[src/rtl/debounce_pkg.sv]
// Shared constants and helpers for the debounce_pulse block.
// Selects the pulse edge and sizes the per-channel counters.
package debounce_pkg;

  localparam int EDGE_RISE = 0;
  localparam int EDGE_FALL = 1;
  localparam int EDGE_BOTH = 2;

  // Bits needed to hold values 0..max_val; never narrower than one bit.
  function automatic int cnt_width(input int max_val);
    return (max_val < 1) ? 1 : $clog2(max_val + 1);
  endfunction

endpackage

[src/rtl/debounce_chan.sv]
// One debounce channel: synchroniser, stability counter, edge pulse.
// Optional auto-repeat is built when DEBOUNCE_PULSE_AUTOREPEAT_EN is defined.
module debounce_chan
  import debounce_pkg::*;
#(
  parameter int SYNC_STAGES = 2,
  parameter int STABLE_CYC  = 16,
  parameter int EDGE_MODE   = EDGE_RISE,
  parameter int REPEAT_DLY  = 1000,
  parameter int REPEAT_PER  = 250
) (
  input  logic clk,
  input  logic clr_n,
  input  logic inp,
  output logic outp,
  output logic level
);

  localparam int CW = cnt_width(STABLE_CYC);

  logic [SYNC_STAGES-1:0] sync_q, sync_d;
  logic [CW-1:0]          cnt_q, cnt_d;
  logic                   level_q, level_d;
  logic                   outp_q, outp_d;
  logic                   s;
  logic                   flip;
  logic                   edge_hit;
  logic                   rep_hit;

  assign s = sync_q[SYNC_STAGES-1];

  always_comb begin
    sync_d   = {sync_q[SYNC_STAGES-2:0], inp};
    cnt_d    = '0;
    level_d  = level_q;
    flip     = 1'b0;
    edge_hit = 1'b0;
    // Any cycle where s agrees with the level restarts the count.
    if (s != level_q) begin
      if (cnt_q == CW'(STABLE_CYC - 1)) begin
        level_d = s;
        flip    = 1'b1;
      end else begin
        cnt_d = cnt_q + 1'b1;
      end
    end
    if (EDGE_MODE == EDGE_RISE) begin
      edge_hit = flip & level_d;
    end else if (EDGE_MODE == EDGE_FALL) begin
      edge_hit = flip & ~level_d;
    end else begin
      edge_hit = flip;
    end
    outp_d = edge_hit | rep_hit;
  end

  always_ff @(posedge clk or negedge clr_n) begin
    if (!clr_n) begin
      sync_q  <= '0;
      cnt_q   <= '0;
      level_q <= 1'b0;
      outp_q  <= 1'b0;
    end else begin
      sync_q  <= sync_d;
      cnt_q   <= cnt_d;
      level_q <= level_d;
      outp_q  <= outp_d;
    end
  end

`ifdef DEBOUNCE_PULSE_AUTOREPEAT_EN
  localparam int REP_MAX = (REPEAT_DLY > REPEAT_PER) ? REPEAT_DLY : REPEAT_PER;
  localparam int RW      = cnt_width(REP_MAX);

  logic [RW-1:0] rep_cnt_q, rep_cnt_d;
  logic          rep_per_q, rep_per_d;
  logic          armed_q, armed_d;
  logic          act_now, act_next;

  // Repeats run only after a real press pulse, and stop in the release cycle.
  always_comb begin
    act_now   = (EDGE_MODE == EDGE_FALL) ? ~level_q : level_q;
    act_next  = (EDGE_MODE == EDGE_FALL) ? ~level_d : level_d;
    rep_cnt_d = '0;
    rep_per_d = 1'b0;
    armed_d   = 1'b0;
    rep_hit   = 1'b0;
    if (flip && act_next) begin
      armed_d = 1'b1;
    end else if (armed_q && act_now && act_next) begin
      armed_d   = 1'b1;
      rep_per_d = rep_per_q;
      if (rep_cnt_q == (rep_per_q ? RW'(REPEAT_PER - 1) : RW'(REPEAT_DLY - 1))) begin
        rep_hit   = 1'b1;
        rep_per_d = 1'b1;
      end else begin
        rep_cnt_d = rep_cnt_q + 1'b1;
      end
    end
  end

  always_ff @(posedge clk or negedge clr_n) begin
    if (!clr_n) begin
      rep_cnt_q <= '0;
      rep_per_q <= 1'b0;
      armed_q   <= 1'b0;
    end else begin
      rep_cnt_q <= rep_cnt_d;
      rep_per_q <= rep_per_d;
      armed_q   <= armed_d;
    end
  end
`else
  logic unused_repeat_cfg;
  assign unused_repeat_cfg = (REPEAT_DLY > 0) ^ (REPEAT_PER > 0);
  assign rep_hit = 1'b0;
`endif

  assign outp  = outp_q;
  assign level = level_q;

endmodule

[src/rtl/debounce_pulse.sv]
// CH independent debounced button channels, each emitting a one-cycle edge pulse.
// Define DEBOUNCE_PULSE_AUTOREPEAT_EN to add hold-to-repeat pulses.
module debounce_pulse
  import debounce_pkg::*;
#(
  parameter int CH          = 4,
  parameter int SYNC_STAGES = 2,
  parameter int STABLE_CYC  = 16,
  parameter int EDGE_MODE   = EDGE_RISE,
  parameter int REPEAT_DLY  = 1000,
  parameter int REPEAT_PER  = 250
) (
  input  logic          clk,
  input  logic          clr_n,
  input  logic [CH-1:0] inp,
  output logic [CH-1:0] outp,
  output logic [CH-1:0] level
);

  for (genvar gi = 0; gi < CH; gi++) begin : g_chan
    debounce_chan #(
      .SYNC_STAGES (SYNC_STAGES),
      .STABLE_CYC  (STABLE_CYC),
      .EDGE_MODE   (EDGE_MODE),
      .REPEAT_DLY  (REPEAT_DLY),
      .REPEAT_PER  (REPEAT_PER)
    ) u_chan (
      .clk   (clk),
      .clr_n (clr_n),
      .inp   (inp[gi]),
      .outp  (outp[gi]),
      .level (level[gi])
    );
  end

endmodule

[config.mk]
export PLATFORM = sky130hd
export DESIGN_NAME = debounce_pulse
export DESIGN_NICKNAME = d
export VERILOG_FILES = /design/src/rtl/debounce_pkg.sv /design/src/rtl/debounce_chan.sv /design/src/rtl/debounce_pulse.sv
export SDC_FILE = /design/constraint.sdc
export NUM_CORES = 1
export LEC_CHECK = 0
export BUFFER_PORTS_ARGS = -buffer_cell sky130_fd_sc_hd__buf_4
export CORE_ASPECT_RATIO = 0.9
export CORE_MARGIN = 5
export CORE_UTILIZATION = 30
export CTS_CLUSTER_DIAMETER = 150
export DETAILED_ROUTE_END_ITERATION = 16
export PLACE_DENSITY = 0.57
export SETUP_SLACK_MARGIN = 0.02
export SYNTH_ARGS = -nofsm -noshare
export SYNTH_HDL_FRONTEND = slang
export SYNTH_SLANG_ARGS = --single-unit
[constraint.sdc]
create_clock -name clk -period 1.3 [get_ports clk]
set_input_delay 0 -clock clk [delete_from_list [all_inputs] [get_ports clk]]
set_output_delay 0 -clock clk [all_outputs]
set_load 0.01 [all_outputs]
==> results_dict.tcl <==
set metrics [dict create \
    dieHeight_microns 76.3 \
    drc 0 \
    critPathRequiredTime_ns 1.46 \
    powerDensity_mw_per_mm2 1180 \
    seq_area_frac_synth_pct 61.4 \
    yosysWarnings 0 \
    nets 148 \
    final_cell_mix "dfrtp_1, buf_4, nor2_1" \
    fin_setup_tns_ns 0 \
    met3_usage_pct 3.35 \
    timing.final.crit_share_pct 95.5 \
    root_buffer "clkbuf_8" \
    cp_slowest_cell "dfrtp_1" \
    crit_family "flip-flops" \
    synth.area.top_cells "dfrtp_1, buf_4, xor2_1" \
    synth.net_count 122 \
    peakVddDrop_uv 751 \
    gr-total-overflow 0 \
    whs_ns 0.210 \
    tightest_slew_ns 0.462 \
    dp_hpwl_microns 1550 \
    avgRoutedWirePerCell_microns 11.5 \
    ioPinCount 14 \
    ys_seq_elements 36 \
    holdCritPathClass "in2async" \
    layout-drive-gt1-share_pct 32.4 \
    setup_viol 0 \
    met2_usage_pct 13.2 \
    slew_headroom_pct 68.9 \
    worstPathArrival_ns 1.40 \
    cts.path.max_buffers 2 \
    cts_buffers 5 \
    post-synth-top-area-cell "dfrtp_1" \
    crit_type "reg2reg" \
    clk_latency_ns 0.28 \
    fin_skew_ns 0.00704 \
    outcome "finished, final reports clean" \
    clock_sinks 36 \
    cts-htree-levels 2 \
    synthCells 112 \
    ys_types 24 \
    crit_path_start_kind "register" \
    max_cap_violations 0 \
    dieArea_sq_mm 0.00639 \
    grt_max_degree 37 \
    rsz0062_at_grt "yes" \
    max_stage_delay_ns 0.36 \
    critical_path_peak_fanout 3 \
    synth_top_area_share_pct 61.4 \
    clk_pin_slew_worst_paths_ns 0.07 \
    gr-usage-met1_pct 9.47 \
    place_area_sq_mm 0.00162 \
    path_cells "ha_2, nand3_2, nor2_4, mux2_1" \
    post-route-util_pct 37.7 \
    r2r_slack_ns 0.06 \
    hold_viol 0 \
    globalRouteTotalUtil_pct 8.06 \
    max_freq_mhz 806 \
    diodes 0 \
    final_area_sq_mm 0.00181 \
    grt_pass1_vias 931 \
    drv_slew 0 \
    first_pass_iters 3 \
    wl_microns 2350 \
    ant_nets 0 \
    core-area_sq_mm 0.00480 \
    antenna_found_initial 0 \
    synth_area_sq_mm 0.00147 \
    area_growth_pct 23.5 \
    top_usage_layer "met2" \
    vias 860 \
    leakage_nw 0.845 \
    grt_pass1_wl_microns 4150 \
    fillers 486 \
    final_common_cell "dfrtp_1" \
    port_buffers 13 \
    finalCriticalPeriod_ns 1.24 \
    drtIter0Drc 69 \
    vias_per_cell 4.22 \
    endpoint_kind "register" \
    initial_core_util_pct 30.5 \
    syn_avg_cell_area_sq_um 13.1 \
    gp_congestion 0.773 \
    die_w_microns 83.7 \
    crit_buf_inv 0 \
    rows 24 \
    cts_tree "yes" \
]
-- layout make-up --
type	instances	area, sq um	area share [%]
timing repair buffer	27	215	11.9
inverter	2	7.51	0.415
clock buffer	5	68.8	3.80
tap	65	81.3	4.49
multi-input combinational	66	518	28.6
sequential	36	901	49.8
clock inverter	3	18.8	1.04
-- synthesized netlist by cell type, drive strengths merged --
| cell type | instances |
|---|---|
| dfrtp | 36 |
| nor2 | 14 |
| buf | 8 |
| nand3 | 8 |
| xor2 | 6 |
| ha | 4 |
| mux2 | 4 |
| nand2 | 4 |
| nand2b | 4 |
| nor4b | 4 |
| xnor2 | 4 |
| a31oi | 2 |
| and2 | 2 |
| and3 | 2 |
| inv | 2 |
| nand4b | 2 |
| nor2b | 2 |
| nor3 | 2 |
| o21ai | 2 |
-- logic make-up after synthesis --
group                      count (synthesis)  synth area share (%)
and+or+nand+nor                           44                  19.7
DFF                                       36                  61.4
xor gates and xnor gates                  10                  5.97
buffers and inverters                     10                  4.61
AOI/OAI and AO/OA                          4                  1.79
muxes                                      4                  3.07
adders and majority gates                  4                  3.41
-- through the flow --
stage               setup WS [ns]  instances  power [W]
finish                     0.0587        204    0.00213
global route              0.00774        204    0.00225
CTS                        0.0209        201    0.00215
detailed placement        0.00165        187    0.00135
global placement           0.0884        187    0.00134
floorplan                  0.0629        112    0.00129
-- path summary, 6_finish.rpt --
check,startpoint,to,depth (start not counted)
hold reg to reg,g_chan[3].u_chan.sync_q[0]$_DFF_PN0_,g_chan[3].u_chan.sync_q[1]$_DFF_PN0_,0
min in group clk,g_chan[3].u_chan.sync_q[0]$_DFF_PN0_,g_chan[3].u_chan.sync_q[1]$_DFF_PN0_,0
setup reg to reg,g_chan[1].u_chan.cnt_q[0]$_DFF_PN0_,g_chan[1].u_chan.level$_DFF_PN0_,4
max in group asynchronous,clr_n,g_chan[0].u_chan.cnt_q[1]$_DFF_PN0_,2
setup / recovery,g_chan[1].u_chan.cnt_q[0]$_DFF_PN0_,g_chan[1].u_chan.level$_DFF_PN0_,4
hold / removal,clr_n,g_chan[0].u_chan.sync_q[0]$_DFF_PN0_,2
-- flip-flops by register name, indices dropped and copies added (netlist names) --
name / cells
g_chan.u_chan.cnt_q: 20
g_chan.u_chan.sync_q: 8
g_chan.u_chan.level: 4
g_chan.u_chan.outp: 4
-- per-layer routing --
| metal | vias to the layer above | share of wire [%] | wire (microns) |
|---|---|---|---|
| met5 | - | 0 | 0 |
| met4 | 0 | 0.85 | 20 |
| li1 | 417 | - | - |
| met2 | 15 | 51 | 1200 |
| met3 | 4 | 5.0 | 118 |
| met1 | 424 | 43 | 1010 |
-- power breakdown --
| part | total (W) | internal [W] | switching, W | leakage (nW) |
|---|---|---|---|---|
| clock | 0.000772 | 0.000373 | 0.000399 | 0.0479 |
| sequential | 0.00120 | 0.00117 | 0.0000379 | 0.474 |
| combinational | 0.000158 | 0.0000848 | 0.0000733 | 0.323 |
-- repair_timing --
| action | CTS | global route |
|---|---|---|
| buffers inserted | 1 | 3 |
| setup endpoints to repair | 1 | 6 |
| endpoints found under the hold margin | 40 | 0 |
| gates resized for setup | 1 | 4 |
| hold buffers | 5 | 0 |
(Power assumes the default switching activity.)
